==> config.mk <==
export PLATFORM = sky130hd
export DESIGN_NAME = sigmoid_backward
export DESIGN_NICKNAME = d
export VERILOG_FILES = /design/src/rtl/sigmoid_backward.sv
export SDC_FILE = /design/constraint.sdc
export NUM_CORES = 2
export LEC_CHECK = 0
export CORE_MARGIN = 2
export CORE_UTILIZATION = 50
export CTS_BUF_LIST = sky130_fd_sc_hd__clkbuf_16
export CTS_CLUSTER_SIZE = 30
export DETAILED_ROUTE_END_ITERATION = 7
export PLACE_DENSITY_LB_ADDON = 0.08
export SETUP_SLACK_MARGIN = 0.3
export SKIP_CTS_REPAIR_TIMING = 1
export SLEW_MARGIN = 20
export SYNTH_ARGS = -nofsm -noshare
export SYNTH_HDL_FRONTEND = slang
export SYNTH_SLANG_ARGS = --single-unit
==> constraint.sdc <==
create_clock -name clk -period 15.1 [get_ports clk]
set_clock_uncertainty 0.1 [all_clocks]
set_input_delay 4.53 -clock clk [delete_from_list [all_inputs] [get_ports clk]]
set_output_delay 4.53 -clock clk [all_outputs]
set_load 0.01 [all_outputs]
==> src/rtl/sigmoid_backward.sv <==
// sigmoid_backward
// Backward pass of a sigmoid layer: dL/dx = dL/dy * y * (1 - y).
// Forward activations y are cached in a FIFO. Each accepted gradient pops
// the oldest y. A 3-stage pipeline then forms the product, and the result
// appears 3 cycles after the gradient is accepted.
//
// Ports
//   clk, rst           : rising-edge clock, asynchronous active-high reset
//   flush              : synchronous clear of the cache and sticky flags
//   act_in/act_valid   : activation to cache (unsigned, ACT_INT integer bits)
//   grad_in/grad_valid : upstream gradient (signed, GRAD_INT integer bits)
//   dout/dout_valid    : downstream gradient, same format as grad_in
//   count, full, empty : cache occupancy and status
//   overflow/underflow : sticky flags for a dropped push or a dropped gradient
module sigmoid_backward #(
   parameter int ACT_WIDTH  = 16,
   parameter int ACT_INT    = 1,
   parameter int GRAD_WIDTH = 16,
   parameter int GRAD_INT   = 4,
   parameter int DEPTH      = 16
) (
   input  logic                    clk,
   input  logic                    rst,
   input  logic                    flush,
   input  logic [ACT_WIDTH-1:0]    act_in,
   input  logic                    act_valid,
   input  logic [GRAD_WIDTH-1:0]   grad_in,
   input  logic                    grad_valid,
   output logic [GRAD_WIDTH-1:0]   dout,
   output logic                    dout_valid,
   output logic [$clog2(DEPTH):0]  count,
   output logic                    full,
   output logic                    empty,
   output logic                    overflow,
   output logic                    underflow
);

   localparam int F_A = ACT_WIDTH - ACT_INT;
   localparam int AW  = $clog2(DEPTH);
   localparam int CW  = AW + 1;
   localparam int YDW = ACT_WIDTH + F_A + 1;     // y * (1-y) product width
   localparam int GPW = GRAD_WIDTH + ACT_WIDTH + 1; // grad * p product width
   localparam logic [ACT_WIDTH-1:0] ONE_A = {{(ACT_WIDTH-1){1'b0}}, 1'b1} << F_A;

   // The gradient format is passed through unchanged, so GRAD_INT only needs
   // to describe a legal format.
   if (GRAD_INT < 1 || GRAD_INT > GRAD_WIDTH || ACT_INT < 1 || DEPTH < 2 ||
       (DEPTH & (DEPTH - 1)) != 0) begin : g_bad_params
      $error("sigmoid_backward: illegal parameter combination");
   end

   logic [ACT_WIDTH-1:0]  mem_q [DEPTH];
   logic [AW-1:0]         wr_ptr_q, wr_ptr_d, rd_ptr_q, rd_ptr_d;
   logic [CW-1:0]         count_q, count_d;
   logic                  overflow_q, overflow_d, underflow_q, underflow_d;
   logic                  push_s, pop_s, pop_req_s;
   logic [ACT_WIDTH-1:0]  wr_data_s, rd_data_s;

   logic                  s1_valid_q, s1_valid_d, s2_valid_q, s2_valid_d;
   logic [ACT_WIDTH-1:0]  s1_y_q, s1_y_d, s2_p_q, s2_p_d;
   logic [F_A:0]          s1_d_q, s1_d_d;
   logic [GRAD_WIDTH-1:0] s1_grad_q, s1_grad_d, s2_grad_q, s2_grad_d;
   logic [GRAD_WIDTH-1:0] dout_q, dout_d;
   logic                  dout_valid_q, dout_valid_d;
   logic [ACT_WIDTH-1:0]  one_minus_y_s;
   logic [YDW-1:0]        yd_prod_s;
   logic signed [GPW-1:0] g_ext_s, p_ext_s, gp_prod_s, gp_shift_s;

   assign full      = (count_q == CW'(DEPTH));
   assign empty     = (count_q == {CW{1'b0}});
   assign count     = count_q;
   assign overflow  = overflow_q;
   assign underflow = underflow_q;
   assign dout      = dout_q;
   assign dout_valid = dout_valid_q;

   // FIFO control: push/pop qualification, pointers, occupancy and sticky flags.
   always_comb begin
      wr_data_s = (act_in >= ONE_A) ? ONE_A : act_in;
      rd_data_s = mem_q[rd_ptr_q];
      pop_req_s = grad_valid & ~empty;
      // A pop in the same cycle frees a slot, so a full cache still accepts.
      pop_s     = pop_req_s & ~flush;
      push_s    = act_valid & (~full | pop_req_s) & ~flush;
      wr_ptr_d    = wr_ptr_q;
      rd_ptr_d    = rd_ptr_q;
      count_d     = count_q;
      overflow_d  = overflow_q;
      underflow_d = underflow_q;
      if (flush) begin
         wr_ptr_d    = {AW{1'b0}};
         rd_ptr_d    = {AW{1'b0}};
         count_d     = {CW{1'b0}};
         overflow_d  = 1'b0;
         underflow_d = 1'b0;
      end else begin
         if (push_s) begin
            wr_ptr_d = wr_ptr_q + {{(AW-1){1'b0}}, 1'b1};
         end else begin
            wr_ptr_d = wr_ptr_q;
         end
         if (pop_s) begin
            rd_ptr_d = rd_ptr_q + {{(AW-1){1'b0}}, 1'b1};
         end else begin
            rd_ptr_d = rd_ptr_q;
         end
         case ({push_s, pop_s})
            2'b10:   count_d = count_q + {{(CW-1){1'b0}}, 1'b1};
            2'b01:   count_d = count_q - {{(CW-1){1'b0}}, 1'b1};
            default: count_d = count_q;
         endcase
         overflow_d  = overflow_q | (act_valid & full & ~pop_req_s);
         underflow_d = underflow_q | (grad_valid & empty);
      end
   end

   // Datapath: S1 captures y, grad and (1-y); S2 forms p = y(1-y); S3 scales grad.
   always_comb begin
      one_minus_y_s = ONE_A - rd_data_s;
      s1_valid_d = pop_s;
      if (pop_s) begin
         s1_y_d    = rd_data_s;
         s1_d_d    = one_minus_y_s[F_A:0];
         s1_grad_d = grad_in;
      end else begin
         s1_y_d    = s1_y_q;
         s1_d_d    = s1_d_q;
         s1_grad_d = s1_grad_q;
      end

      yd_prod_s  = {{(F_A+1){1'b0}}, s1_y_q} * {{ACT_WIDTH{1'b0}}, s1_d_q};
      s2_valid_d = s1_valid_q;
      if (s1_valid_q) begin
         s2_p_d    = yd_prod_s[F_A +: ACT_WIDTH];
         s2_grad_d = s1_grad_q;
      end else begin
         s2_p_d    = s2_p_q;
         s2_grad_d = s2_grad_q;
      end

      // p <= 0.25, so the scaled result always fits GRAD_WIDTH; no saturation.
      g_ext_s    = {{(ACT_WIDTH+1){s2_grad_q[GRAD_WIDTH-1]}}, s2_grad_q};
      p_ext_s    = {{(GRAD_WIDTH+1){1'b0}}, s2_p_q};
      gp_prod_s  = g_ext_s * p_ext_s;
      gp_shift_s = gp_prod_s >>> F_A;
      dout_valid_d = s2_valid_q;
      if (s2_valid_q) begin
         dout_d = gp_shift_s[GRAD_WIDTH-1:0];
      end else begin
         dout_d = dout_q;
      end
   end

   // Activation storage; data needs no reset because occupancy gates every read.
   always_ff @(posedge clk) begin
      if (push_s) begin
         mem_q[wr_ptr_q] <= wr_data_s;
      end
   end

   // Control and pipeline state registers.
   always_ff @(posedge clk or posedge rst) begin
      if (rst) begin
         wr_ptr_q     <= {AW{1'b0}};
         rd_ptr_q     <= {AW{1'b0}};
         count_q      <= {CW{1'b0}};
         overflow_q   <= 1'b0;
         underflow_q  <= 1'b0;
         s1_valid_q   <= 1'b0;
         s1_y_q       <= {ACT_WIDTH{1'b0}};
         s1_d_q       <= {(F_A+1){1'b0}};
         s1_grad_q    <= {GRAD_WIDTH{1'b0}};
         s2_valid_q   <= 1'b0;
         s2_p_q       <= {ACT_WIDTH{1'b0}};
         s2_grad_q    <= {GRAD_WIDTH{1'b0}};
         dout_q       <= {GRAD_WIDTH{1'b0}};
         dout_valid_q <= 1'b0;
      end else begin
         wr_ptr_q     <= wr_ptr_d;
         rd_ptr_q     <= rd_ptr_d;
         count_q      <= count_d;
         overflow_q   <= overflow_d;
         underflow_q  <= underflow_d;
         s1_valid_q   <= s1_valid_d;
         s1_y_q       <= s1_y_d;
         s1_d_q       <= s1_d_d;
         s1_grad_q    <= s1_grad_d;
         s2_valid_q   <= s2_valid_d;
         s2_p_q       <= s2_p_d;
         s2_grad_q    <= s2_grad_d;
         dout_q       <= dout_d;
         dout_valid_q <= dout_valid_d;
      end
   end

endmodule

==> impl_metrics.json <==
{
  "status": "completed",
  "post_drt_wl_per_cell_um": 19.0,
  "synthesis.area_per_instance_sq_um": 11.3,
  "finalNetCount": 3388,
  "gr-total-overflow": 0,
  "drcViolationCount": 0,
  "grt_setup_unrepaired": "false",
  "setup.worst_path.class": "in2reg",
  "post_synth_main_area_contributors": "sky130_fd_sc_hd__fa_1, sky130_fd_sc_hd__edfxtp_1, sky130_fd_sc_hd__dfrtp_1",
  "r2r-end": "dout[14]",
  "fin_setup_tns_ns": 0,
  "die_y_um": 252,
  "grt_antenna_before_repair": 0,
  "cp.buffers_inverters": 4,
  "crit_path_start_kind": "input port",
  "floorplan.initialDensity": 0.508,
  "min_path_type": "reg2reg",
  "cp_slowest_cell": "sky130_fd_sc_hd__clkdlybuf4s50_1",
  "tritonroute_pass_1_iters": 7,
  "ant_nets_after_route": 0,
  "rr_worst_depth": 19,
  "grtUsageMet2": 0.386,
  "synth.net_count": 3369,
  "post-route-min-period_ns": 7.46,
  "clkSinkCount": 369,
  "crit_start": "flush",
  "critical_path_peak_fanout": 53,
  "routabilityCongestion": 0.813,
  "worstPathCellList": "clkdlybuf4s50_1, nand2b_2, buf_4, clkinv_1, buf_4, nand2_1, mux2i_1, a211o_1",
  "first_global_vias": 20800,
  "place.port_buffers": 62,
  "ys_ff_latch": 369,
  "grt_busiest_layer": "met2",
  "final-max-slew-violation-count": 0,
  "synth_sequential_area_ratio": 0.342,
  "number_of_endpoints_with_negative_hold_slack_in_the_final_report": 0,
  "floorplan.die_area_sq_um": 63500,
  "synth.most_common_cell": "sky130_fd_sc_hd__inv_1",
  "critPathRequiredTime_ns": 15.47,
  "routed_wl_um": 67800,
  "globalRouteTotalUtil": 0.227,
  "end_kind": "register",
  "cts_tree": "done",
  "critical_path_cell_count": 8,
  "num_rows": 90,
  "synth_top_cells_by_count": "sky130_fd_sc_hd__inv_1, sky130_fd_sc_hd__nand2_1, sky130_fd_sc_hd__fa_1",
  "clkSlewWorstSetupHoldPaths_ns": 0.06,
  "drive_above_1_share": 0.0694,
  "yosysTopAreaCell": "sky130_fd_sc_hd__fa_1",
  "cpLargestDelayFamily": "buffers and inverters",
  "grt_first_pass_wirelength_um": 113000,
  "post_synth_inst_count": 2732,
  "crit_path_max_incr_delay_ns": 0.91,
  "synthArstFlopShare": 0.306,
  "slew_headroom": 0.284,
  "worst_path_most_repeated_cell": "sky130_fd_sc_hd__buf_4",
  "syn2layout_area_growth_pct": 8.56,
  "timing.final.crit_share": 0.494,
  "maxCapViolCount": 0,
  "h-tree-depth": 2,
  "tightest_slew_ns": 1.07,
  "placed_area_sq_um": 32100,
  "cts.path.max_buffers": 3,
  "worstSkewPairLatency_ns": 0.59,
  "cts_inserted_buffers": 41,
  "rrSetupSlack_ns": 7.86,
  "io_pins": 63,
  "core_sq_um": 60600,
  "crit-reg2reg-launch": "s2_p_q[8]",
  "grtUsageMet3": 0.0318,
  "vias": 19100,
  "ys_types": 72,
  "vias_per_cell": 5.37,
  "synth.top_cell.area_share": 0.251,
  "number_of_warnings_printed_during_yosys_synthesis": 0,
  "post-route-cell-area_sq_um": 33400,
  "timing.critical_path.to": "s1_d_q[15]",
  "timing.fmax_mhz": 134,
  "dr.first_iter.drc_count": 969,
  "hold_start": "s1_grad_q[7]",
  "die_width_um": 252,
  "worstPathArrival_ns": 7.83,
  "ys_dominant_reg_cell": "sky130_fd_sc_hd__edfxtp_1",
  "grt_max_degree": 59,
  "syn_area_sq_um": 30800,
  "antennaDiodeCount": 0,
  "setup_viol": 0,
  "gr-usage-met1": 0.312,
  "number_of_enable_type_register_cells_in_the_synthesized_netlist": 256,
  "ctsRootBufferMaster": "sky130_fd_sc_hd__clkbuf_16",
  "dpl.hpwl_um": 50200
}
## per-stage QoR
step / util / hold slack [ns] / instances / worst slack (ns)
2_1_floorplan: - / 0.340 / 2732 / 7.48
3_3_place_gp: 0.529 / 0.354 / 3490 / 7.05
3_5_place_dp: 0.529 / 0.361 / 3490 / 7.01
4_1_cts: 0.551 / 0.377 / 3564 / 7.62
5_1_grt: 0.551 / 0.398 / 3564 / 7.32
6_report: 0.551 / 0.379 / 3564 / 7.64
## layout make-up
cell class,instances,area [sq um]
Clock buffer,41,1030
Inverter,484,1820
Clock inverter,33,297
Sequential cell,369,10500
Timing Repair Buffer,92,846
Multi-Input combinational cell,1763,17900
Tap cell,782,978
Fill cell,5223,27200
## per-layer routing
metal | vias to the layer above | share of wire
li1 | 8821 | -
met1 | 9862 | 0.44
met2 | 360 | 0.49
met3 | 80 | 0.046
met4 | 0 | 0.018
met5 | - | 0
## how the worst min path moves through the flow
stage / endpoint / slack [ns] / cells after the start
CTS: s1_grad_q[7] / 0.38 / 2
finish: s1_grad_q[7] / 0.38 / 2
global route: s1_grad_q[14] / 0.40 / 2
detailed placement: s1_grad_q[7] / 0.36 / 2
floorplan: s1_grad_q[0] / 0.34 / 2
global placement: s1_grad_q[6] / 0.35 / 2
## layout by cell type, fill, tap and decap left out, types with 32 or more instances in the layout
cell type,synthesis,routed
sky130_fd_sc_hd__inv_1,482,486
sky130_fd_sc_hd__nand2_1,392,392
sky130_fd_sc_hd__fa_1,386,386
sky130_fd_sc_hd__edfxtp_1,256,256
sky130_fd_sc_hd__and2_1,228,228
sky130_fd_sc_hd__ha_1,214,214
sky130_fd_sc_hd__dfrtp_1,113,111
sky130_fd_sc_hd__nor2_1,70,66
sky130_fd_sc_hd__mux2i_1,65,65
sky130_fd_sc_hd__clkdlybuf4s50_1,0,62
sky130_fd_sc_hd__clkbuf_16,0,41
sky130_fd_sc_hd__xnor2_1,35,35
sky130_fd_sc_hd__o21ai_0,33,33
sky130_fd_sc_hd__mux2_2,33,33
sky130_fd_sc_hd__mux4_2,32,32
## registers in the layout, indices dropped and copies added, names as in the netlist, 4 cells and up
name and flops:
s2_p_q 16, rd_ptr_q 4, mem_q 256, s2_grad_q 16
s1_grad_q 16, s1_d_q 15, count 5, dout 16
wr_ptr_q 4, s1_y_q 16
## kinds of logic after synthesis
kind of cell,after synthesis,share of synthesized area
XOR/XNOR,53,0.0151
flip-flops,369,0.342
adder cells (fa/ha/maj),600,0.338
multiplexers,133,0.0592
buffers and inverters,600,0.0769
AND/OR/NAND/NOR,785,0.124
AO/OA/AOI/OAI,192,0.0442
## tightest hold or removal path, delay by kind of cell (launching register included)
family,cells,cell delay (ns)
and+or+nand+nor,2,0.11
DFF,1,0.34
Power is not shown: default switching activity piles up to over one toggle a cycle in this logic, so the estimate is an artifact.
